--- src/rtl/busperm_pkg.sv ---
// Shared types and constants for the bus permutator feeder.
// Lane geometry, pad value and packer FSM states.
package busperm_pkg;

  localparam int LANES = 8;
  localparam int SYMW  = 3;
  localparam int CTLW  = 16;

  localparam logic [SYMW-1:0] PAD = '0;

  typedef logic [LANES-1:0][SYMW-1:0] lane_vec_t;

  localparam lane_vec_t PAD_VEC = {LANES{PAD}};

  typedef enum logic {
    FILL = 1'b0,
    HOLD = 1'b1
  } state_t;

endpackage

--- src/rtl/busperm_out_slot.sv ---
// Single-entry valid/ready holding register for a packed word,
// its control vector and its symbol count.
module busperm_out_slot
  import busperm_pkg::*;
(
  input  logic                  clk,
  input  logic                  rst_n,
  input  logic                  load,
  input  lane_vec_t             in_lanes,
  input  logic [CTLW-1:0]       in_ctl,
  input  logic [3:0]            in_cnt,
  input  logic                  out_ready,
  output logic                  out_valid,
  output logic [LANES*SYMW-1:0] out_din,
  output logic [CTLW-1:0]       out_control,
  output logic [3:0]            out_count,
  output logic                  slot_free
);

  assign slot_free = !out_valid || out_ready;

  always_ff @(posedge clk or negedge rst_n) begin
    if (!rst_n) begin
      out_valid   <= 1'b0;
      out_din     <= '0;
      out_control <= '0;
      out_count   <= '0;
    end else if (load) begin
      out_valid   <= 1'b1;
      out_din     <= in_lanes;
      out_control <= in_ctl;
      out_count   <= in_cnt;
    end else if (out_ready) begin
      out_valid   <= 1'b0;
    end
  end

endmodule

--- src/rtl/busperm_packer.sv ---
// Packs 3-bit symbols into 8-lane words for the bus permutator,
// binding each word to the control vector active at transfer.
module busperm_packer
  import busperm_pkg::*;
(
  input  logic                  clk,
  input  logic                  rst_n,
  input  logic                  sym_valid,
  output logic                  sym_ready,
  input  logic [SYMW-1:0]       sym_data,
  input  logic                  sym_last,
  input  logic                  cfg_valid,
  output logic                  cfg_ready,
  input  logic [CTLW-1:0]       cfg_data,
  output logic                  out_valid,
  input  logic                  out_ready,
  output logic [LANES*SYMW-1:0] out_din,
  output logic [CTLW-1:0]       out_control,
  output logic [3:0]            out_count,
  output logic [15:0]           word_cnt
);

  state_t          state_q;
  state_t          state_n;
  logic [2:0]      cnt_q;
  logic [3:0]      hcnt_q;
  lane_vec_t       lanes_q;
  lane_vec_t       lanes_ins;
  lane_vec_t       load_lanes;
  logic [3:0]      load_cnt;
  logic [CTLW-1:0] shadow_q;
  logic            rdy_q;
  logic            accept;
  logic            complete;
  logic            load;
  logic            slot_free;

  assign cfg_ready = 1'b1;
  assign sym_ready = rdy_q;
  assign accept    = sym_valid && rdy_q;
  assign complete  = accept && ((cnt_q == 3'd7) || sym_last);

  // Lanes above the fill point already hold PAD from the last clear.
  always_comb begin
    lanes_ins = lanes_q;
    lanes_ins[cnt_q] = sym_data;
  end

  always_comb begin
    state_n    = state_q;
    load       = 1'b0;
    load_lanes = lanes_ins;
    load_cnt   = {1'b0, cnt_q} + 4'd1;
    unique case (state_q)
      FILL: begin
        if (complete) begin
          if (slot_free) load = 1'b1;
          else state_n = HOLD;
        end
      end
      HOLD: begin
        if (slot_free) begin
          load       = 1'b1;
          load_lanes = lanes_q;
          load_cnt   = hcnt_q;
          state_n    = FILL;
        end
      end
      default: state_n = FILL;
    endcase
  end

  always_ff @(posedge clk or negedge rst_n) begin
    if (!rst_n) begin
      state_q  <= FILL;
      rdy_q    <= 1'b0;
      cnt_q    <= '0;
      hcnt_q   <= '0;
      lanes_q  <= PAD_VEC;
      shadow_q <= '0;
      word_cnt <= '0;
    end else begin
      state_q <= state_n;
      rdy_q   <= (state_n == FILL);
      if (cfg_valid) shadow_q <= cfg_data;
      if (out_valid && out_ready) word_cnt <= word_cnt + 16'd1;
      if (load) begin
        lanes_q <= PAD_VEC;
        cnt_q   <= '0;
      end else if (complete) begin
        lanes_q <= lanes_ins;
        hcnt_q  <= {1'b0, cnt_q} + 4'd1;
      end else if (accept) begin
        lanes_q <= lanes_ins;
        cnt_q   <= cnt_q + 3'd1;
      end
    end
  end

  // Shadow is sampled before this edge's cfg update lands.
  busperm_out_slot u_slot (
    .clk         (clk),
    .rst_n       (rst_n),
    .load        (load),
    .in_lanes    (load_lanes),
    .in_ctl      (shadow_q),
    .in_cnt      (load_cnt),
    .out_ready   (out_ready),
    .out_valid   (out_valid),
    .out_din     (out_din),
    .out_control (out_control),
    .out_count   (out_count),
    .slot_free   (slot_free)
  );

endmodule

--- config.mk ---
export PLATFORM = sky130hd
export DESIGN_NAME = busperm_packer
export DESIGN_NICKNAME = d
export VERILOG_FILES = /design/src/rtl/busperm_pkg.sv /design/src/rtl/busperm_out_slot.sv /design/src/rtl/busperm_packer.sv
export SDC_FILE = /design/constraint.sdc
export NUM_CORES = 1
export LEC_CHECK = 0
export BUFFER_PORTS_ARGS = -buffer_cell sky130_fd_sc_hd__clkbuf_2
export CAP_MARGIN = 20
export CORE_ASPECT_RATIO = 2
export CORE_UTILIZATION = 41
export CTS_CLUSTER_SIZE = 40
export DETAILED_ROUTE_END_ITERATION = 10
export PLACE_DENSITY = 0.59
export SYNTH_ARGS = -nofsm -noshare
export SYNTH_HDL_FRONTEND = slang
export SYNTH_SLANG_ARGS = --single-unit
export TNS_END_PERCENT = 20
--- constraint.sdc ---
create_clock -name clk -period 2.2 [get_ports clk]
set_input_delay 0.11 -clock clk [delete_from_list [all_inputs] [get_ports clk]]
set_output_delay 0.11 -clock clk [all_outputs]
set_load 0.02 [all_outputs]
; ---- Word-level counts from Yosys, hierarchy flattened
; Index checks and enable logic that the tools add are counted.
[classes]
n_mux = 21
eq_ne = 2
magnitude_cmp = 2
n_reduce_logical = 12
n_bitwise = 3
add_sub_neg = 3
[ops]
columns = cell, count
row1 = 24-bit 2-to-1 mux, 5
row2 = 24-bit bitwise mux, 1
row3 = 16-bit by 1-bit adder with 16-bit output (second input constant), 1
row4 = 3-bit 2-to-1 mux, 4
row5 = 3-bit demux with 3-bit select, 1
row6 = 4-bit 2-to-1 mux, 2
row7 = 1-bit 2-to-1 mux, 6
row8 = 3-bit by 1-bit adder with 4-bit output (second input constant), 1
row9 = 1-bit logical AND, 4
row10 = 3-bit by 4-bit less-than comparator with 1-bit output (second input constant), 1
row11 = 1-bit one-hot mux with 2 select lines, 2
row12 = 2-bit AND reduction, 2
row13 = 2-bit nonzero test, 2
row14 = 3-bit by 1-bit adder with 3-bit output (second input constant), 1
row15 = 3-bit equality test (second input constant), 1
row16 = 3-bit by 1-bit greater-or-equal comparator with 1-bit output (second input constant), 1
row17 = 1-bit NOT, 3
row18 = 3-bit nonzero test, 1
row19 = 1-bit logical OR, 2
row20 = 2-bit by 1-bit inequality test with 1-bit output (second input constant), 1
row21 = 1-bit logical NOT, 1
[word_totals]
register_bits = 110
output_inout_bits = 63
inputBits = 25

; ---- Logic depth before layout (Yosys ltp)
; Gate-level depths: netlist (run 1).
[logic_depth]
ltp_word = 8
mapped_depth = 9

; ---- By module
; Synthesis (run 1) repeated with hierarchy kept, for this count alone.
[unflattened]
cells_unflattened = 359
area_unflattened_um2 = 5006.1
[by_module_without_submodules]
columns = mod, n_inst, cells_each, area_per_inst_um2, seq_area_each_um2
row1 = busperm_packer, 1, 263, 3134.3, 1626.6
row2 = busperm_out_slot, 1, 96, 1871.8, 1126.1

; ---- Worst setup path before layout (run 1)
; Ideal clock, no wire load.
[synth_timing]
kind = register to register
start = register cnt_q[1]
end = register u_slot.out_control[10]
required_ns = 2.083
path_slack_ns = 0.238
period_less_slack_ns = 1.962
setup_time_ns = 0.117
stages_incl_launch_ff = 10
arrival_ns = 1.846
path_buffers = 3
path_cell_list = dfrtp_1 ha_1 ha_1 o211a_1 o21a_1 buf_2 buf_2 buf_2 nand2_1 nand2_1
[synth_via]
elab_chain_len = 5
[synth_rtl]
columns = element, line
row1 = "start, declared", busperm_packer.sv:25  ; logic [2:0] cnt_q;
row2 = "start signal, assigned", busperm_packer.sv:95  ; cnt_q <= cnt_q + 3'd1;
row3 = 3-bit equality test, busperm_packer.sv:41  ; assign complete = accept && ((cnt_q == 3'd7) || sym_last);
row4 = 1-bit logical OR, busperm_packer.sv:41
row5 = 1-bit logical AND, busperm_packer.sv:41
row6 = 1-bit 2-to-1 mux, busperm_packer.sv:56  ; if (complete) begin
row7 = 1-bit one-hot mux with 2 select lines, busperm_packer.sv:54  ; unique case (state_q)
row8 = "end signal, assigned", busperm_out_slot.sv:31  ; out_control <= in_ctl;
row9 = "end, declared", busperm_out_slot.sv:15  ; output logic [CTLW-1:0] out_control,
; Every way passes these cells.
; A chain may end at the register's enable or synchronous reset.

; ---- Worst setup path after layout (run 1)
[layout_timing]
start = register cnt_q[0]
end = register lanes_q[15] in the netlist's numbering
[layout_via]
elab_chain_len = 8
word_cells_on_any_way = 15
classes_between = order compare (2) / eq/ne (1) / mux (8) / reduce/logical (4)
[layout_rtl]
columns = element, line
row1 = 3-bit by 4-bit less-than comparator with 1-bit output (not written as such) / 3-bit by 1-bit greater-or-equal comparator with 1-bit output (equally long branches), busperm_packer.sv:46  ; lanes_ins[cnt_q] = sym_data;
row2 = 1-bit logical AND (not written as such), busperm_packer.sv:46
row3 = 3-bit 2-to-1 mux (not written as such), busperm_packer.sv:46
row4 = 3-bit demux with 3-bit select, busperm_packer.sv:46
row5 = 24-bit bitwise mux, busperm_packer.sv:46
row6 = 24-bit 2-to-1 mux, busperm_packer.sv:93  ; end else if (accept) begin
row7 = 24-bit 2-to-1 mux, busperm_packer.sv:90  ; end else if (complete) begin
row8 = 24-bit 2-to-1 mux, busperm_packer.sv:87  ; if (load) begin
row9 = "end signal, assigned", busperm_packer.sv:91  ; lanes_q <= lanes_ins;
row10 = "end signal, assigned", busperm_packer.sv:94  ; lanes_q <= lanes_ins;
row11 = "end, declared", busperm_packer.sv:27  ; lane_vec_t lanes_q;
; Parallel ways exist; a longest one is shown, timed or not. The select of a mux whose other input is x is not followed.

==> results.toml, run 1 <==
[power_and_ir_drop]
ir_drop_uv = 885
powerDensity_mw_per_mm2 = 1160
p_leak_nw = 2.75
fin_total_pwr_mw = 6.54

[setup_path]
critical_path_required_ns = 2.48
cp_slowest_cell = "dfrtp_1"
worst-path-max-fanout = 12
reg2reg_to = "lanes_q[15]"
cp_cell_sequence = "ha_1, ha_1, o211a_1, o21a_1, buf_4, a21oi_2, a22o_1"
rr_startpoint = "cnt_q[0]"
critPathLaunchType = "flop"
critical-path-max-stage-delay_ns = 0.39
crit_type = "reg -> reg"
worstSetupEndpointType = "flop"
worst-r2r-setup-slack_ns = 0.12
r2r_cells = 7
worstPathArrival_ns = 2.36
cp_common_cell = "ha_1"

[detailed_routing]
num_vias = 3251
met1_length_mm = 4.05
wl_per_cell_um = 15.3
firstDrtPassIters = 4
drt_iter0_markers = 140
wl_met3_um = 369
postRouteAntennaNets = 0
drt_wl_total_mm = 9.93
maxUsedRoutingLayer = "met4"
drc = 0
dr_wl_met2_mm = 5.39
viasPerCell = 5.00

[floorplanning]
fp.dieArea_sq_mm = 0.0117
ios = 88
rows = 54
core_sq_mm = 0.0109
start_util_pct = 42.1
die_y_um = 152
die_x_um = 77.0

[clocking]
post_cts.repair.setup_buffers = 0
cts.sinks = 110
h-tree-depth = 3
cts_tree = "yes"
cts_buffer_depth = 2
cts_inserted_buffers = 9
clk-insertion-delay-late_ns = 0.34
clk_pin_slew_ns = 0.07
root_buffer = "clkbuf_16"

[finish]
drive_gt1_share_pct = 27.5
area_growth_pct = 22.4
final_util_pct = 51.5
fin_area_sq_mm = 0.00564
finalNetCount = 533
diodes = 0

[timing]
timing.setup.tns_ns = 0
maxSlewHeadroom_pct = 57.7
period_minus_slack_ns = 2.08
finalHoldViolCount = 0
setup_slack_ns = 0.122
setup_violations = 0
slew_viol_final = 0
grt_setup_unrepaired = "no"
period_share_pct = 94.4
fmax_ghz = 0.481
worst_slew_pin_slew_ns = 0.635
clock_skew_ns = 0.0112

[global_routing]
grt_pass1_wl_mm = 16.9
grt_pass1_vias = 3399
grt_overflow = 0
grt_usage_pct = 18.4
grt_antenna_before_repair = 0
grt_max_degree = 71

[logic_synthesis]
synth_area_sq_mm = 0.00461
netlist.area_leader.share_pct = 59.7
synth-seq-cells = 110
synth-async-reset-ratio_pct = 100
syn-num-nets = 438
synth_cell_types = 35
syn_avg_cell_area_sq_um = 11.2
synth.largest_area_cell = "dfrtp_1"
synth_cells = 410
synth_edf_count = 0
yosys-top-cells-count = "dfrtp_1 (110), nand2_1 (88), a22o_1 (26), mux2i_1 (26)"
yosys-top-cells-area = "dfrtp_1 (60%), nand2_1 (7.2%), mux2i_1 (5.6%), mux2_2 (5.4%), a22o_1 (4.9%)"
synthMostInstantiatedCell = "dfrtp_1"
yosysWarnings = 0
ys_seq_area_share_pct = 59.7
synth_ff_type = "dfrtp_1"

[hold_path]
hold_path_class = "in -> reg"
min-delay-start = "cfg_data[7]"
min_path_cells = 2
hold_path_end = "shadow_q[7]"

[place]
portBuffers = 86
gp_congestion = 0.731
dp_hpwl_mm = 7.19
place_worst_setup_slack_ns = 0.118
postPlaceCellArea_sq_mm = 0.00522

[flow_run]
max_cap_violations = 0

[status]
status = "complete, no violations"
==> how the worst max path moves through the flow <==
stage,depth (start not counted),from,slack (ns),endpoint
after floorplan,9,cnt_q[1],0.24,u_slot.out_control[10]
after global placement,7,cnt_q[0],0.19,lanes_q[17]
after detailed placement,7,cnt_q[0],0.12,lanes_q[15]
after CTS,7,cnt_q[0],0.11,lanes_q[15]
after global routing,7,cnt_q[0],0.02,lanes_q[15]
final,7,cnt_q[0],0.12,lanes_q[15]
==> sequential cells by signal, summed over array words and instances, names as in the netlist, 3 cells and up <==
signal and count:
lanes_q 24, u_slot.out_din 24, shadow_q 16, u_slot.out_control 16, word_cnt 16, hcnt_q 4, u_slot.out_count 4, cnt_q 3
==> final cells by class <==
class	count	area, sq um
Sequential cell	110	2750
Multi-Input combinational cell	273	1750
Clock inverter	6	68.8
Timing Repair Buffer	108	653
Tap cell	140	175
Fill cell	1031	5300
Clock buffer	10	229
Inverter	3	11.3
==> cells by family after synthesis <==
| group | Yosys count | synth area share, % |
|---|---|---|
| AND/OR/NAND/NOR | 136 | 12.9 |
| flip-flops | 110 | 59.7 |
| AO/OA/AOI/OAI | 70 | 10.1 |
| multiplexers | 48 | 11.0 |
| buffers and inverters | 27 | 2.50 |
| XOR/XNOR | 15 | 2.85 |
| adder cells (fa/ha/maj) | 3 | 0.815 |
| other | 1 | 0.0814 |
==> what timing repair did <==
| action | in CTS | in global routing |
|---|---|---|
| hold endpoints to repair | 58 | 0 |
| gates resized for setup | 0 | 0 |
| hold buffers | 12 | 0 |
==> metal layers <==
layer / track usage, % / up-vias
li1: - / 1586
met1: 21.4 / 1585
met2: 33.2 / 72
met3: 3.42 / 8
met4: 6.32 / 0
met5: 0 / -
==> metrics by stage <==
stage	instances	hold slack (ns)
global placement	622	0.159
CTS	650	0.000483
global route	650	0.00709
finish	650	0.00735
detailed placement	622	0.176
floorplan	410	-0.186
==> cell usage in the layout (no fill, tap or decap), drive strengths merged, types with 2 or more instances in the layout <==
cell / Yosys / final
o21ai: 29 / 29
nand2b: 4 / 4
nand3: 7 / 7
mux2i: 26 / 26
mux2: 22 / 22
clkinv: 0 / 2
dlygate4sd3: 0 / 12
a22o: 26 / 26
and3: 3 / 3
nor2: 18 / 18
nor4: 2 / 2
inv: 3 / 5
xor2: 3 / 3
xnor2: 12 / 12
dfrtp: 110 / 110
buf: 9 / 11
nand4: 2 / 2
a21oi: 10 / 10
nand2: 88 / 88
ha: 3 / 3
and2: 2 / 2
clkbuf: 15 / 95
nor3: 8 / 8
==> where the power goes <==
group          total (mW)  internal [mW]  leakage [nW]  switching [mW]
clock network        1.61          0.892         0.143           0.723
logic                2.07          0.791          1.17            1.28
registers            2.85           2.53          1.43           0.321
==> critical path: cells and delay by family, from the launching register on <==
kind	cells	cell delay, ns
compound gates	4	0.95
fa+ha+maj	2	0.42
flops	1	0.39
buf+inv	1	0.25
(Power assumes the default switching activity.)
==> inputs of run 2 (changes only) <==
Settings changed: CTS_CLUSTER_SIZE 40 to 30, PLACE_DENSITY 0.59 to 0.72, SETUP_SLACK_MARGIN from default to 0.3.
==> run 2 against run 1 <==
Compared with the run above: die area unchanged; sequential cell count unchanged; register-to-register slack gained 0.21 ns; setup slack gained 0.21 ns; clock power is essentially flat; largest power group unchanged.
==> results.toml, run 2 (synthesized netlist as in run 1, its figures left out) <==
[finish]
final_util_pct = 51.8
diodes = 0
finalNetCount = 533
reg.largest.list = "lanes_q (24), u_slot.out_din (24)"
layout_commonest_cell = "dfrtp_1"
area_growth_pct = 23.1
drive_gt1_share_pct = 29.6
most-common-layout-cells = "dfrtp_1 (109), nand2_1 (88), clkbuf_2 (85)"
final_cells = 650

[floorplanning]
start_util_pct = 42.1
core_sq_mm = 0.0109
die_y_um = 152
fp.dieArea_sq_mm = 0.0117
die_x_um = 77.0
ios = 88
rows = 54

[clocking]
root_buffer = "clkbuf_16"
cts_tree = "yes"
cts_buffer_depth = 2
clk-insertion-delay-late_ns = 0.35
cts.sinks = 110
cts_inserted_buffers = 9
h-tree-depth = 3
clk_pin_slew_ns = 0.07

[timing]
maxSlewHeadroom_pct = 60.7
fmax_ghz = 0.535
period_minus_slack_ns = 1.87
setup_slack_ns = 0.332
period_share_pct = 84.9
clock_skew_ns = 0.0116
slew_viol_final = 0
timing.setup.tns_ns = 0
finalHoldViolCount = 0
worst_slew_pin_slew_ns = 0.585
setup_violations = 0
grt_setup_unrepaired = "yes"

[status]
status = "complete, no violations"

[place]
portBuffers = 86
dp_cells = 620
dp_hpwl_mm = 7.34
gp_congestion = 0.787
place_worst_setup_slack_ns = 0.105

[global_routing]
grt_pass1_wl_mm = 17.2
grt_usage_pct = 18.7
grt_pass1_vias = 3462
grt_overflow = 0
grt_antenna_before_repair = 0
grt_max_degree = 71

[setup_path]
crit_type = "reg -> reg"
worst-path-max-fanout = 13
worstSetupEndpointType = "flop"
critPathLaunchType = "flop"
critical_path_required_ns = 2.49
worstPathArrival_ns = 2.16
r2r_cells = 6

[power_and_ir_drop]
powerDensity_mw_per_mm2 = 1150
p_leak_nw = 2.75
ir_drop_uv = 835

[detailed_routing]
drt_iter0_markers = 208
drc = 0
num_vias = 3314
postRouteAntennaNets = 0
firstDrtPassIters = 4
drt_wl_total_mm = 10.1
wl_per_cell_um = 15.5
viasPerCell = 5.10

[flow_run]
max_cap_violations = 0

[hold_path]
min_path_cells = 2
hold_path_class = "in -> reg"
==> run 2: changes by cell type in the layout (fill, tap and decap cells not counted), moves of 2 or more <==
cell     before  now
and3_1        3    0
inv_6         2    4
a21oi_1       9    3
and3_2        0    3
a21oi_2       1    7
==> run 2: through the flow <==
step           instance area, sq um  hold WS (ns)  power (mW)
2_1_floorplan                  4620        -0.186        4.22
3_3_place_gp                   5210         0.113        4.89
3_5_place_dp                   5210         0.123        4.98
4_1_cts                        5630       0.00237        6.59
5_1_grt                        5670        0.0101        6.92
6_report                       5670       0.00687        6.53
==> run 2: routing by layer <==
metal  vias up  GRT usage (%)  share of wire [%]
li1       1585              -                  -
met1      1630           21.2                 40
met2        86           33.4                 54
met3        13           4.26                4.1
met4         0           7.05                1.6
met5         -              0                  0
==> run 2: power by group <==
group	switching [mW]	internal, mW	total (mW)
logic	1.30	0.801	2.10
clock network	0.783	0.797	1.58
registers	0.324	2.53	2.85
==> run 2: layout make-up <==
type | count | area (sq um)
clock inverter | 7 | 63.8
clock buffer | 9 | 225
inverter | 3 | 11.3
tap | 140 | 175
sequential | 110 | 2750
multi-input combinational | 273 | 1790
fill | 976 | 5280
timing repair buffer | 108 | 656
==> run 2: critical path, stage by stage (launching register included) <==
cell and delay [ns]:
dfrtp_1 0.39, ha_1 0.20, ha_1 0.21, o211a_1 0.29
o21a_4 0.30, a21oi_1 0.22, a22o_1 0.18
==> run 2: repair_timing <==
action / in CTS / in global routing
resized for setup: 1 / 10
hold endpoints to repair: 50 / 0
endpoints found under the setup margin: 41 / 54
setup buffers: 0 / 1
hold buffers: 13 / 0
==> run 2: worst paths after layout <==
| kind | startpoint | to | slack [ns] |
|---|---|---|---|
| worst min register to register | shadow_q[1] | u_slot.out_control[1] | 0.47 |
| worst max register to register | cnt_q[0] | lanes_q[2] | 0.33 |
| min in group asynchronous | rst_n | shadow_q[4] | 0.28 |
| worst max-delay path | cnt_q[0] | lanes_q[2] | 0.33 |
| max in group asynchronous | rst_n | cnt_q[1] | 1.17 |
| worst min-delay path | cfg_data[0] | shadow_q[0] | 0.007 |
==> inputs of run 3 (changes only) <==
Settings changed: PLACE_DENSITY 0.72 to 0.74.
Clock period 2.2 ns to 1.7 ns, I/O delays scaled along.
==> run 3 against run 2 <==
Compared with the run above: the run now ends with negative setup slack left; largest cell class unchanged; highest routed layer unchanged; global-route usage grew 2.0 points; non-clock buffer count increased by 37; via count up 9.6%; wire length rose by 19%; clock skew grew 0.0017 ns; maximum frequency shrank 0.65%; sequential cell count stayed put.
==> results.toml, run 3 (synthesized netlist as in run 1, its figures left out) <==
[global_routing]
grt_max_degree = 46
grt_antenna_before_repair = 0
grt_pass1_vias = 3801
grt_pass1_wl_mm = 18.9
grt_usage_pct = 20.7
grt_overflow = 0

[detailed_routing]
drt_wl_total_mm = 12.0
wl_per_cell_um = 17.4
drc = 0
postRouteAntennaNets = 0
num_vias = 3633
drt_iter0_markers = 187
viasPerCell = 5.28
firstDrtPassIters = 4

[finish]
diodes = 0
multiInputGateArea_sq_mm = 0.00209
fill_cells = 875
layout_commonest_cell = "dfrtp_1"
area_growth_pct = 40.0
reg.largest.list = "lanes_q (24), u_slot.out_din (24)"
seq_area_sq_mm = 0.00275
final_cells = 688
drive_gt1_share_pct = 41.1
final_util_pct = 59.0
most-common-layout-cells = "dfrtp_1 (109), clkbuf_2 (85), nand2_1 (67)"
finalNetCount = 571

[timing]
worst_hold_slack_ns = 0.0833
period_minus_slack_ns = 1.88
grt_setup_unrepaired = "yes"
slew_viol_final = 0
maxSlewHeadroom_pct = 60.6
timing.setup.tns_ns = -6.19
fmax_ghz = 0.532
setup_violations = 68
period_share_pct = 111
setup_slack_ns = -0.180
finalHoldViolCount = 0
clock_skew_ns = 0.0134
worst_slew_pin_slew_ns = 0.591

[power_and_ir_drop]
swShare_pct = 37.7
p_seq_share_pct = 40.8
power.share.combinational_pct = 36.7
p_clk_share_pct = 22.5
powerDensity_mw_per_mm2 = 1430
intPower_mw = 5.76
p_leak_nw = 3.09
ir_drop_uv = 1110
switchingPower_mw = 3.49

[hold_path]
hold_path_class = "in -> reg"

[setup_path]
crit_type = "reg -> reg"
critPathLaunchType = "flop"
worst-path-max-fanout = 6
worstPathArrival_ns = 2.16
critical_path_required_ns = 1.98
worstSetupEndpointType = "flop"

[place]
gp_congestion = 0.779
dp_hpwl_mm = 7.52
dp_cells = 639
place_worst_setup_slack_ns = -0.166
portBuffers = 86

[clocking]
cts_inserted_buffers = 9
cts_tree = "yes"
cts_buffer_depth = 2
clk-insertion-delay-late_ns = 0.36
root_buffer = "clkbuf_16"
h-tree-depth = 3
clk_pin_slew_ns = 0.08
cts.sinks = 110

[floorplanning]
die_x_um = 77.0
fp.dieArea_sq_mm = 0.0117
die_y_um = 152
start_util_pct = 42.1
rows = 54
core_sq_mm = 0.0109
ios = 88

[status]
status = "complete, but fails checks"
failed_checks = "negative setup slack"

[flow_run]
max_cap_violations = 0
-- run 3: worst max-delay path: stages (launching register included) --
cell and delay (ns):
dfrtp_1 0.41, ha_4 0.17, ha_4 0.15, o211a_4 0.23, buf_6 0.12, o21ai_4 0.17, buf_6 0.13, buf_12 0.12
buf_16 0.14, nand2_1 0.06, o21ai_1 0.08
-- run 3: routing by layer --
metal	GRT usage, %	wire length (um)	vias to the layer above
met4	9.62	347	0
met2	36.9	6530	108
met3	4.62	478	25
met5	0	0	-
met1	22.9	4610	1821
li1	-	-	1679
-- run 3: power groups by stage --
stage | clock, mW | sequential (mW) | combinational, mW
6_report | 2.08 | 3.77 | 3.40
5_1_grt | 2.23 | 3.85 | 3.65
3_3_place_gp | 0 | 3.72 | 2.75
4_1_cts | 2.12 | 3.72 | 3.20
2_1_floorplan | 0 | 4.25 | 1.29
3_5_place_dp | 0 | 3.76 | 2.85
-- run 3: worst paths after layout --
kind,start,endpoint,slack [ns],depth (start not counted)
hold / removal,out_ready,word_cnt[2],0.08,3
min in group asynchronous,rst_n,u_slot.out_din[4],0.27,2
setup reg to reg,cnt_q[0],u_slot.out_din[15],-0.18,10
setup / recovery,cnt_q[0],u_slot.out_din[15],-0.18,10
max in group asynchronous,rst_n,lanes_q[1],0.83,3
hold reg to reg,u_slot.out_control[10],u_slot.out_control[10],0.47,2
-- run 3: layout make-up --
type / count / share of cell area [%]
clock inverter: 7 / 1.11
multi-input combinational: 274 / 32.3
tap: 140 / 2.71
clock buffer: 9 / 3.49
sequential: 110 / 42.7
timing repair buffer: 145 / 17.5
inverter: 3 / 0.174
-- run 3: through the flow --
| stage | area (sq um) | power, mW |
|---|---|---|
| global route | 6450 | 9.73 |
| global placement | 5390 | 6.47 |
| CTS | 6210 | 9.04 |
| floorplan | 4690 | 5.54 |
| finish | 6450 | 9.25 |
| detailed placement | 5390 | 6.61 |
-- run 3: what timing repair did --
action | CTS | global route
endpoints found under the hold margin | 56 | 0
setup buffers | 7 | 1
gates resized for setup | 46 | 45
cloned | 5 | 3
hold buffers | 17 | 0
endpoints found under the setup margin | 83 | 87
pin swaps | 26 | 31
